File: config.mk
export PLATFORM = sky130hd
export DESIGN_NAME = trigger_measure
export DESIGN_NICKNAME = d
export VERILOG_FILES = /design/src/rtl/trigger_measure_pkg.sv /design/src/rtl/trigger_measure_edge_detect.sv /design/src/rtl/trigger_measure.sv
export SDC_FILE = /design/constraint.sdc
export NUM_CORES = 1
export LEC_CHECK = 0
export CORE_ASPECT_RATIO = 0.5
export CORE_MARGIN = 2
export CORE_UTILIZATION = 40
export CTS_CLUSTER_DIAMETER = 100
export CTS_CLUSTER_SIZE = 30
export DETAILED_ROUTE_END_ITERATION = 6
export PLACE_DENSITY = 0.67
export REMOVE_ABC_BUFFERS = 1
export SLEW_MARGIN = 40
export SYNTH_ARGS = -nofsm -noshare
export SYNTH_HDL_FRONTEND = slang
export SYNTH_HIERARCHICAL = 1
export SYNTH_SLANG_ARGS = --single-unit
export TNS_END_PERCENT = 1
File: constraint.sdc
create_clock -name ipClk -period 2.81 [get_ports ipClk]
set_input_delay 0.562 -clock ipClk [delete_from_list [all_inputs] [get_ports ipClk]]
set_output_delay 0.562 -clock ipClk [all_outputs]
set_load 0.05 [all_outputs]
File: src/rtl/trigger_measure_pkg.sv
// ---------------------------------------------------------------------------
// trigger_measure_pkg
//
// Purpose:
//   Shared timing definitions for the trigger path blocks (delay generator
//   and trigger_measure). Holds the measurement FSM state encoding and the
//   default counter/result width so both sides agree on one width.
//
// Contents:
//   TIMING_WIDTH   default width of counters, results and timeout
//   tm_state_e     measurement FSM states (idle, delay, length, done)
// ---------------------------------------------------------------------------
package trigger_measure_pkg;

    localparam int unsigned TIMING_WIDTH = 32;

    typedef enum logic [1:0] {
        StIdle   = 2'd0,
        StDelay  = 2'd1,
        StLength = 2'd2,
        StDone   = 2'd3
    } tm_state_e;

endpackage

File: src/rtl/trigger_measure_edge_detect.sv
// ---------------------------------------------------------------------------
// trigger_measure_edge_detect
//
// Purpose:
//   Rising-edge detector: registers the previous sample of a level input and
//   flags the cycle where the input is 1 and the previous sample was 0.
//   The previous-sample register has no reset on purpose: it keeps tracking
//   the input while the rest of the design is held in reset, so a level that
//   is already high when reset is released does not look like a fresh edge.
//
// Ports:
//   i_clk   clock
//   i_sig   level input to watch
//   o_rise  1 in the cycle where i_sig is 1 and was 0 one cycle earlier
// ---------------------------------------------------------------------------
module trigger_measure_edge_detect (
    input  logic i_clk,
    input  logic i_sig,
    output logic o_rise
);

    logic r_prev;

    always_ff @(posedge i_clk) begin
        r_prev <= i_sig;
    end

    assign o_rise = i_sig & ~r_prev;

endmodule

File: src/rtl/trigger_measure.sv
// ---------------------------------------------------------------------------
// trigger_measure
//
// Purpose:
//   Receive-side counterpart of the trigger delay generator. Measures the
//   delay from a reference trigger's rising edge to the rising edge of the
//   returned pulse, and the returned pulse's length, both in clock cycles.
//   One result is held on a valid/ready interface until it is accepted.
//
// Ports:
//   ipClk      clock
//   Reset      synchronous, active-high reset
//   ipEnable   arms measurement; low aborts a measurement in progress
//   ipTimeout  abort threshold (cycles) for the delay and length phases;
//              0 disables the timeout
//   ipTrigger  reference trigger level (rising edge starts a measurement)
//   ipPulse    returned pulse level (rising edge starts the length phase)
//   opDelay    measured delay: t1 - t0 - 1 (t0 trigger edge, t1 pulse edge)
//   opLength   measured pulse length in cycles high
//   opTimeout  result was cut short by the timeout; qualified by opValid
//   opValid    result available
//   ipReady    consumer accepts the result when high with opValid
// ---------------------------------------------------------------------------
module trigger_measure
    import trigger_measure_pkg::*;
#(
    parameter int unsigned WIDTH = TIMING_WIDTH
) (
    input  logic             ipClk,
    input  logic             Reset,
    input  logic             ipEnable,
    input  logic [WIDTH-1:0] ipTimeout,
    input  logic             ipTrigger,
    input  logic             ipPulse,
    output logic [WIDTH-1:0] opDelay,
    output logic [WIDTH-1:0] opLength,
    output logic             opTimeout,
    output logic             opValid,
    input  logic             ipReady
);

    // -----------------------------------------------------------------------
    // Edge detection on both inputs
    // -----------------------------------------------------------------------
    logic w_trig_edge;
    logic w_pulse_edge;

    trigger_measure_edge_detect u_trig_edge (
        .i_clk  (ipClk),
        .i_sig  (ipTrigger),
        .o_rise (w_trig_edge)
    );

    trigger_measure_edge_detect u_pulse_edge (
        .i_clk  (ipClk),
        .i_sig  (ipPulse),
        .o_rise (w_pulse_edge)
    );

    // -----------------------------------------------------------------------
    // State and result registers
    // -----------------------------------------------------------------------
    tm_state_e        r_state;
    logic [WIDTH-1:0] r_delay_cnt;
    logic [WIDTH-1:0] r_len_cnt;
    logic [WIDTH-1:0] r_delay;
    logic [WIDTH-1:0] r_length;
    logic             r_timeout;
    logic             r_valid;

    // -----------------------------------------------------------------------
    // Counter helpers
    // -----------------------------------------------------------------------
    logic [WIDTH-1:0] w_delay_inc;
    logic [WIDTH-1:0] w_len_inc;
    logic             w_timeout_en;
    logic             w_delay_expired;
    logic             w_len_expired;

    // Saturating increments: a counter parked at all-ones stays there.
    assign w_delay_inc = (&r_delay_cnt) ? r_delay_cnt : r_delay_cnt + WIDTH'(1);
    assign w_len_inc   = (&r_len_cnt)   ? r_len_cnt   : r_len_cnt + WIDTH'(1);

    // >= rather than == so a threshold lowered mid-measurement still fires.
    assign w_timeout_en    = |ipTimeout;
    assign w_delay_expired = w_timeout_en && (r_delay_cnt >= ipTimeout);
    assign w_len_expired   = w_timeout_en && (r_len_cnt >= ipTimeout);

    // -----------------------------------------------------------------------
    // Measurement FSM with registered outputs
    // -----------------------------------------------------------------------
    always_ff @(posedge ipClk) begin
        if (Reset) begin
            r_state     <= StIdle;
            r_delay_cnt <= '0;
            r_len_cnt   <= '0;
            r_delay     <= '0;
            r_length    <= '0;
            r_timeout   <= 1'b0;
            r_valid     <= 1'b0;
        end else begin
            unique case (r_state)
                StIdle: begin
                    if (ipEnable && w_trig_edge) begin
                        r_delay_cnt <= '0;
                        r_state     <= StDelay;
                    end
                end

                // Counting trigger-to-pulse cycles. A pulse edge coincident
                // with the trigger edge is seen in StIdle and so never lands
                // here; a pulse already high on entry needs a fresh edge.
                StDelay: begin
                    if (!ipEnable) begin
                        r_state <= StIdle;
                    end else if (w_pulse_edge) begin
                        r_delay   <= r_delay_cnt;
                        r_len_cnt <= WIDTH'(1);
                        r_state   <= StLength;
                    end else if (w_delay_expired) begin
                        r_delay   <= ipTimeout;
                        r_length  <= '0;
                        r_timeout <= 1'b1;
                        r_valid   <= 1'b1;
                        r_state   <= StDone;
                    end else begin
                        r_delay_cnt <= w_delay_inc;
                    end
                end

                // Counting cycles high. The pulse-edge cycle already counted
                // as 1, so the count equals the number of cycles high when
                // the first low cycle arrives.
                StLength: begin
                    if (!ipEnable) begin
                        r_state <= StIdle;
                    end else if (!ipPulse) begin
                        r_length  <= r_len_cnt;
                        r_timeout <= 1'b0;
                        r_valid   <= 1'b1;
                        r_state   <= StDone;
                    end else if (w_len_expired) begin
                        r_length  <= ipTimeout;
                        r_timeout <= 1'b1;
                        r_valid   <= 1'b1;
                        r_state   <= StDone;
                    end else begin
                        r_len_cnt <= w_len_inc;
                    end
                end

                // Hold the result until accepted. Triggers here, including
                // in the handshake cycle itself, are dropped (no queueing),
                // and ipEnable is not looked at.
                StDone: begin
                    if (ipReady) begin
                        r_valid <= 1'b0;
                        r_state <= StIdle;
                    end
                end

                default: begin
                    r_state <= StIdle;
                end
            endcase
        end
    end

    assign opDelay   = r_delay;
    assign opLength  = r_length;
    assign opTimeout = r_timeout;
    assign opValid   = r_valid;

endmodule

# After elaboration in Yosys (flattened, before gate mapping)
# Index checks and enable logic that the tools add are counted.
# classes
mux	42
reduce_logical	17
add_sub_neg	2
n_bitwise	4
order_cmp	2
eq_ne	18
# op_table
op	count
$mux W32	19
$pmux W32 S2	3
$add A32 B1 Y32 const B	2
$ge A32 B32 Y1	2
$reduce_and A32 Y1	2
$reduce_or A32 Y1	1
$ne A2 B2 Y1 const B	11
$mux W2	8
$reduce_and A7 Y1	2
$reduce_and A6 Y1	2
$mux W1	9
$pmux W2 S4	1
$reduce_bool A2 Y1	3
$eq A2 B2 Y1 const B	2
$ne A4 B3 Y1 const B	1
$ne A4 B4 Y1 const B	1
$reduce_and A4 Y1	1
$logic_and A1 B1 Y1	3
$ne A3 B3 Y1 const B	1
$pmux W1 S3	1
$reduce_and A3 Y1	1
$reduce_bool A3 Y1	1
$and A1 B1 Y1	2
$eq A2 B1 Y1 const B	1
4 further kinds	5
# totals
in_bits	38
ff_bits	134

# Logic depth before layout (Yosys ltp)
# Gate-level depths: netlist of run 1.
# logic_depth
word_depth	6
mapped_depth	11
ltp_nobuf	9

# Modules after synthesis
# Netlist of run 1, hierarchy kept.
# modules_own_cells
mod	instances	seq_area_each_um2	area_per_inst_um2	cells_per_inst
trigger_measure	1	2642.5	8358.0	997
trigger_measure_edge_detect	2	20.0	33.8	2

# Least setup slack after synthesis of run 1
# No wires, ideal clock.
# synth_timing
kind	input -> register
start	in ipTimeout[25]
end	reg r_len_cnt[6]
cell_stages	10
setup_time_ps	70
n_path_buf	1
arrival_ps	2629
t_required_ps	2740
setup_slack_ps	111
path_cell_list	inv_1 > ha_1 > and4_1 > nor4b_2 > a221o_1 > a22oi_2 > a21oi_2 > buf_6 > or4_1 > a21oi_1
# synth_between
elab_chain_len	4
elab_cells_between_ends	5
cone_classes	order compare: 1; eq/ne: 1; reduce/logical: 3
# synth_lines
element	line	source
start: declaration	trigger_measure.sv:32	input logic [WIDTH-1:0] ipTimeout,
$ge A32 B32 Y1 or $reduce_or A32 Y1 (tied branches)	trigger_measure.sv:87, trigger_measure.sv:85	
$logic_and A1 B1 Y1 *	trigger_measure.sv:87	assign w_len_expired = w_timeout_en && (r_len_cnt >= ipTimeout);
$ne A2 B2 Y1 (no source line) *	-	
$reduce_and A7 Y1 (no source line) *	-	
end signal: assignment	trigger_measure.sv:148	r_len_cnt <= w_len_inc;
end: declaration	trigger_measure.sv:65	logic [WIDTH-1:0] r_len_cnt;
# Every way passes the cells marked *; elsewhere a longest branch is shown, timed or not.
# A chain may end at the register's enable or synchronous reset.

# Final worst setup path of run 1
# layout_timing
start	reg r_len_cnt[31]
end	reg r_len_cnt[20]
# layout_between
elab_chain_len	4
elab_cells_between_ends	6
cone_classes	order compare: 1; eq/ne: 2; reduce/logical: 3
# layout_lines
element	line
$ge A32 B32 Y1	trigger_measure.sv:87
$logic_and A1 B1 Y1	trigger_measure.sv:87
$ne A2 B2 Y1 (no source line)	-
$reduce_and A7 Y1 (no source line) *	-
# Marks and branches as above.

==> results of run 1 <==
## synth_stat cells, types with 9 or more instances
library cell,n,area [µm²]
ha_1,66,826
nand3_1,37,185
a21oi_1,42,210
o21ai_1,14,70.1
or3_1,13,81.3
inv_1,47,176
nand2_1,83,312
and4_1,11,96.3
nor2_1,72,270
and3_1,14,87.6
or4_1,12,90.1
nand4_1,30,188
clkbuf_1,40,150
and2_1,9,56.3
dfxtp_1,134,2680
a41oi_1,13,114
o2bb2ai_1,32,280
a31oi_1,19,119
o21ai_0,32,160
nor4_1,17,106
mux2i_1,69,691
a211oi_1,36,270
nor3_1,36,180
buf_2,13,65.1
## final timing paths
kind	slack [ns]	cells past startpoint	to	start
worst max-delay path	-0.00005	10	r_len_cnt[20]$_SDFFE_PP0P_	r_len_cnt[31]$_SDFFE_PP0P_
worst min-delay path	0.46	1	opLength[11]$_SDFFE_PP0P_	opLength[11]$_SDFFE_PP0P_
worst max register to register	-0.00005	10	r_len_cnt[20]$_SDFFE_PP0P_	r_len_cnt[31]$_SDFFE_PP0P_
worst min register to register	0.46	1	opLength[11]$_SDFFE_PP0P_	opLength[11]$_SDFFE_PP0P_
## worst max-delay path, cell delays in order (launching register included)
cell and delay (ns):
dfxtp_1 0.51, ha_4 0.27, nand4_1 0.17, nor4b_4 0.08, a221o_1 0.36, a22oi_2 0.28, a21oi_4 0.11, buf_4 0.15
bufbuf_16 0.28, or4_4 0.48, nand2_2 0.07
## cells by family (layout without fill, tap and decap cells)
| group | after synthesis | in the layout | share of synthesized area |
|---|---|---|---|
| AO/OA/AOI/OAI | 252 | 252 | 0.213 |
| adder cells (fa/ha/maj) | 66 | 66 | 0.0980 |
| buffers and inverters | 110 | 363 | 0.0551 |
| flip-flops | 134 | 134 | 0.318 |
| multiplexers | 69 | 69 | 0.0820 |
| AND/OR/NAND/NOR | 370 | 370 | 0.234 |
## power groups by stage
stage	Sequential, mW	Clock, mW	Combinational, mW
final	1.91	2.38	0.550
after global routing	1.91	2.47	0.574
after CTS	1.91	2.37	0.504
after detailed placement	1.95	0	0.479
after global placement	1.95	0	0.470
after floorplan	1.97	0	0.176
## cell usage in the layout, fill, tap and decap left out, drive strengths merged, types with 43 or more instances in the layout
cell	n
clkdlybuf4s50	69
dfxtp	134
mux2i	69
inv	47
nand2	83
buf	180
ha	66
a21oi	43
o21ai	47
nor2	72
## registers in the layout, summed over array words and instances (netlist names)
register and cells:
opValid 1, opDelay 32, r_state 2, r_len_cnt 32
opTimeout 1, u_trig_edge/r_prev 1, u_pulse_edge/r_prev 1, opLength 32
r_delay_cnt 32
## layer usage
layer	wire length, µm	up-vias	track usage
met2	14200	494	0.433
met5	0	-	0
li1	-	4289	-
met3	4340	54	0.0893
met4	629	0	0.0740
met1	15200	4602	0.431
## final cells by class
type	instances	area [µm²]
Inverter	48	180
Timing Repair Buffer	284	2620
Fill cell	1696	8430
Sequential cell	134	2690
Clock inverter	7	119
Clock buffer	24	492
Tap cell	273	342
Multi-Input combinational cell	757	5730
## repair_timing
action | CTS | global route
buffers inserted | 13 | 6
pin swaps | 22 | 22
endpoints found under the setup margin | 97 | 114
gates resized for setup | 76 | 86
cloned | 5 | 1
==> flow_metrics.py, run 1 <==
metrics = {
    "job": {
        "max_cap_violations": 0,
    },
    "sta": {
        "slew-limit-headroom": 0.575,
        "setup_slack_ns": -0.0000480,
        "finalClockSkew_ns": 0.00970,
        "finalCritPeriodShare": 1.00,
        "fmax_mhz": 356,
        "period_minus_slack_ns": 2.81,
        "drv_slew": 0,
        "hold_viol": 0,
        "rsz0062_at_grt": "yes",
        "fin_setup_tns_ns": -0.0000480,
        "setup_violations": 1,
        "whs_ns": 0.464,
        "tightest_slew_ns": 0.638,
    },
    "placement": {
        "gp_congestion": 0.943,
        "port_buffers": 103,
        "place_ws_ns": -0.634,
        "placedCellCount": 1471,
        "dp_hpwl_um": 23700,
        "placed_area_mm2": 0.0108,
    },
    "final_layout": {
        "fin_cells": 1527,
        "fin_area_mm2": 0.0122,
        "final_core_util": 0.591,
        "nets": 1346,
        "num_antenna_cells": 0,
        "drive_gt1_frac": 0.254,
        "areaGrowthSynthToFinish_pct": 44.4,
    },
    "synth": {
        "ys_async_sr_fraction": 0,
        "synth-seq-cells": 134,
        "synth_cells": 1001,
        "synth_area_mm2": 0.00843,
        "synth-edff-count": 0,
        "yosysSeqAreaShare": 0.318,
        "synth_warnings": 6,
        "synth_area_per_cell_um2": 8.42,
        "synthFlopType": "dfxtp_1",
        "synth_cell_type_count": 72,
    },
    "clocking": {
        "htreeDepth": 4,
        "clock_path_buffers": 2,
        "hold_buffers": 0,
        "root_buffer": "clkbuf_16",
        "clock_latency_ns": 0.44,
        "cts_tree": "done",
        "cts-buffers-inserted": 17,
        "clk_pin_slew_worst_paths_ns": 0.06,
        "clock-sinks": 134,
    },
    "worst_setup_path": {
        "path_max_fanout": 16,
        "timing_worst_setup_path_type": "reg2reg",
        "cp_data_arrival_time_ns": 3.19,
        "required_ns": 3.19,
        "critPathCaptureType": "flop",
        "critPathLaunchType": "flop",
    },
    "die": {
        "start_util": 0.409,
        "placementRows": 37,
        "ios": 104,
        "die_h_um": 107,
        "die_w_um": 209,
        "dieArea_mm2": 0.0223,
        "core_mm2": 0.0206,
    },
    "hold_path": {
        "holdCritPathClass": "reg2reg",
    },
    "power": {
        "clkPwrFrac": 0.491,
        "ir_drop_uv": 311,
        "pwr-share-seq": 0.395,
        "power_density_mw_per_mm2": 398,
        "p_int_mw": 3.61,
        "p_total_mw": 4.84,
        "swShare": 0.254,
        "leakage_nw": 4.82,
        "power.switching_mw": 1.23,
        "combPwrFrac": 0.114,
    },
    "routing": {
        "routed_wl_um": 34400,
        "vias": 9439,
        "drc": 0,
        "routedWlPerCell_um": 22.6,
        "drt_iter0_markers": 1031,
        "drtPass1Iterations": 6,
        "vias_per_cell": 6.18,
        "detail-route-antenna-nets": 0,
    },
    "global_routing": {
        "grt_pass1_wl_um": 50700,
        "grt_pass1_vias": 8829,
        "grt_use_total": 0.299,
        "grt_antenna_before_repair": 0,
        "grt_max_degree": 78,
        "grt-ovfl-total": 0,
    },
    "outcome": {
        "status": "finished with violations",
        "violations": "setup timing",
    },
}
No activity file was read; power rests on OpenSTA's default activity.
==> run 2: changes to the inputs <==
--- a/config.mk
+++ b/config.mk
@@ -6,12 +6,12 @@
 export NUM_CORES = 1
 export LEC_CHECK = 0
 export CORE_ASPECT_RATIO = 0.5
-export CORE_MARGIN = 2
+export CORE_MARGIN = 4
 export CORE_UTILIZATION = 40
 export CTS_CLUSTER_DIAMETER = 100
 export CTS_CLUSTER_SIZE = 30
 export DETAILED_ROUTE_END_ITERATION = 6
-export PLACE_DENSITY = 0.67
+export PLACE_DENSITY = 0.65
 export REMOVE_ABC_BUFFERS = 1
 export SLEW_MARGIN = 40
 export SYNTH_ARGS = -nofsm -noshare
==> constraint.sdc (replaced) <==
create_clock -name ipClk -period 3.4 [get_ports ipClk]
set_input_delay 0.68 -clock ipClk [delete_from_list [all_inputs] [get_ports ipClk]]
set_output_delay 0.68 -clock ipClk [all_outputs]
set_load 0.05 [all_outputs]
==> flow_metrics.py, run 2 (synthesized netlist as in run 1, its figures left out) <==
metrics = {
    "sta": {
        "finalClockSkew_ns": 0.0101,
        "drv_slew": 0,
        "whs_ns": 0.461,
        "finalCritPeriodShare": 0.936,
        "rsz0062_at_grt": "no",
        "period_minus_slack_ns": 3.18,
        "slew-limit-headroom": 0.542,
        "hold_viol": 0,
        "setup_slack_ns": 0.217,
        "tightest_slew_ns": 0.687,
        "setup_violations": 0,
        "fmax_mhz": 314,
    },
    "global_routing": {
        "grt_pass1_wl_um": 46600,
        "grt_pass1_vias": 8091,
        "grt_max_degree": 53,
        "grt-ovfl-total": 0,
        "grt_use_total": 0.251,
        "grt_antenna_before_repair": 0,
    },
    "final_layout": {
        "fillers": 1889,
        "layout_commonest_cell": "dfxtp_1",
        "nets": 1285,
        "final_core_util": 0.539,
        "multi_input_area_mm2": 0.00530,
        "mostFrequentLayoutCells": "dfxtp_1 (134), buf_4 (113), clkdlybuf4s50_1 (101), nand2_1 (83), nor2_1 (72)",
        "drive_gt1_frac": 0.147,
        "num_antenna_cells": 0,
        "areaGrowthSynthToFinish_pct": 31.8,
        "seq_area_mm2": 0.00268,
    },
    "placement": {
        "dp_hpwl_um": 22400,
        "port_buffers": 103,
        "place_ws_ns": -0.243,
        "gp_congestion": 0.921,
    },
    "routing": {
        "routed.top_layer": "met4",
        "detail-route-antenna-nets": 0,
        "drt_iter0_markers": 728,
        "drtPass1Iterations": 5,
        "routed_wl_um": 29800,
        "vias": 8776,
        "wl_met2_um": 12600,
        "wl_met1_um": 14300,
        "wl_met3_um": 2610,
        "drc": 0,
        "vias_per_cell": 5.98,
        "routedWlPerCell_um": 20.3,
    },
    "power": {
        "leakage_nw": 4.31,
        "ir_drop_uv": 270,
        "power_density_mw_per_mm2": 347,
        "p_total_mw": 3.85,
    },
    "clocking": {
        "hold_buffers": 0,
        "cts_tree": "done",
        "root_buffer": "clkbuf_16",
        "clk_pin_slew_worst_paths_ns": 0.06,
        "cts-buffers-inserted": 17,
        "clock_latency_ns": 0.43,
        "clock_path_buffers": 2,
        "htreeDepth": 4,
        "clock-sinks": 134,
    },
    "die": {
        "placementRows": 37,
        "dieArea_mm2": 0.0236,
        "ios": 104,
        "die_h_um": 111,
        "die_w_um": 213,
        "core_mm2": 0.0206,
        "start_util": 0.409,
    },
    "job": {
        "max_cap_violations": 0,
    },
    "worst_setup_path": {
        "cpLargestDelayFamily": "compound AO/OA/AOI/OAI gates",
        "timing_worst_setup_path_type": "in2reg",
        "required_ns": 3.76,
        "critPathCaptureType": "flop",
        "critPathLaunchType": "primary input",
        "crit_cells": 12,
        "cp_data_arrival_time_ns": 3.54,
        "path_max_fanout": 12,
        "critPathMaxStageDelay_ns": 0.56,
        "crit_buf_inv": 4,
        "rr_worst_depth": 10,
        "slowest_stage": "o21ai_2",
        "cpMostUsedCell": "buf_4",
        "crit_chain": "clkdlybuf4s50_1 > inv_1 > buf_4 > ha_1 > nand2_1 > o21a_1 > a2bb2oi_1 > a31oi_2 > or2_1 > o21ai_2 > buf_4 > mux2i_1",
    },
    "hold_path": {
        "holdCritPathClass": "reg2reg",
        "hold_depth": 1,
    },
    "outcome": {
        "status": "finished clean",
    },
}
-- run 2: cell type report --
cell class,instances,area share
Multi-Input combinational cell,757,0.478
Sequential cell,134,0.242
Timing Repair Buffer,223,0.181
Clock buffer,24,0.0443
Tap cell,273,0.0308
Inverter,48,0.0162
Clock inverter,8,0.00868
-- run 2: worst reg2reg max path: stages (launching register included) --
cell and delay (ns):
dfxtp_1 0.40, inv_1 0.10, ha_1 0.28, nor3b_1 0.19, o21ai_0 0.15, a22oi_1 0.30
a211oi_2 0.12, or2_1 0.29, o21ai_2 0.56, buf_4 0.23, mux2i_1 0.17
-- run 2: what timing repair did --
action | 4_1_cts | 5_1_grt
gates resized for setup | 0 | 2
setup endpoints to repair | 0 | 3
buffers inserted | 0 | 0
-- run 2: where the power goes --
group	total, mW	switching, mW	internal [mW]
clock	1.87	0.719	1.15
combinational	0.400	0.230	0.170
sequential	1.58	0.00494	1.58
total	3.85	0.954	2.90
-- run 2: final timing paths --
path,start,slack [ns],endpoint
min reg2reg,opLength[0]$_SDFFE_PP0P_,0.46,opLength[0]$_SDFFE_PP0P_
max,ipTimeout[26],0.22,r_delay_cnt[1]$_SDFFE_PP0P_
max reg2reg,r_delay_cnt[0]$_SDFFE_PP0P_,0.54,r_delay_cnt[1]$_SDFFE_PP0P_
min,opLength[0]$_SDFFE_PP0P_,0.46,opLength[0]$_SDFFE_PP0P_
-- run 2: per-stage QoR --
step	std cells	setup TNS, ns	instance area [µm²]
floorplan	939	-13.45	8140
global placement	1435	-5.95	10500
detailed placement	1435	-14.80	10500
CTS	1467	0	11100
global route	1467	0	11100
finish	1467	0	11100
-- run 2: layer usage --
metal	vias to the layer above	track usage
met1	4221	0.387
li1	4175	-
met4	0	0.0494
met5	-	0
met3	32	0.0539
met2	348	0.356
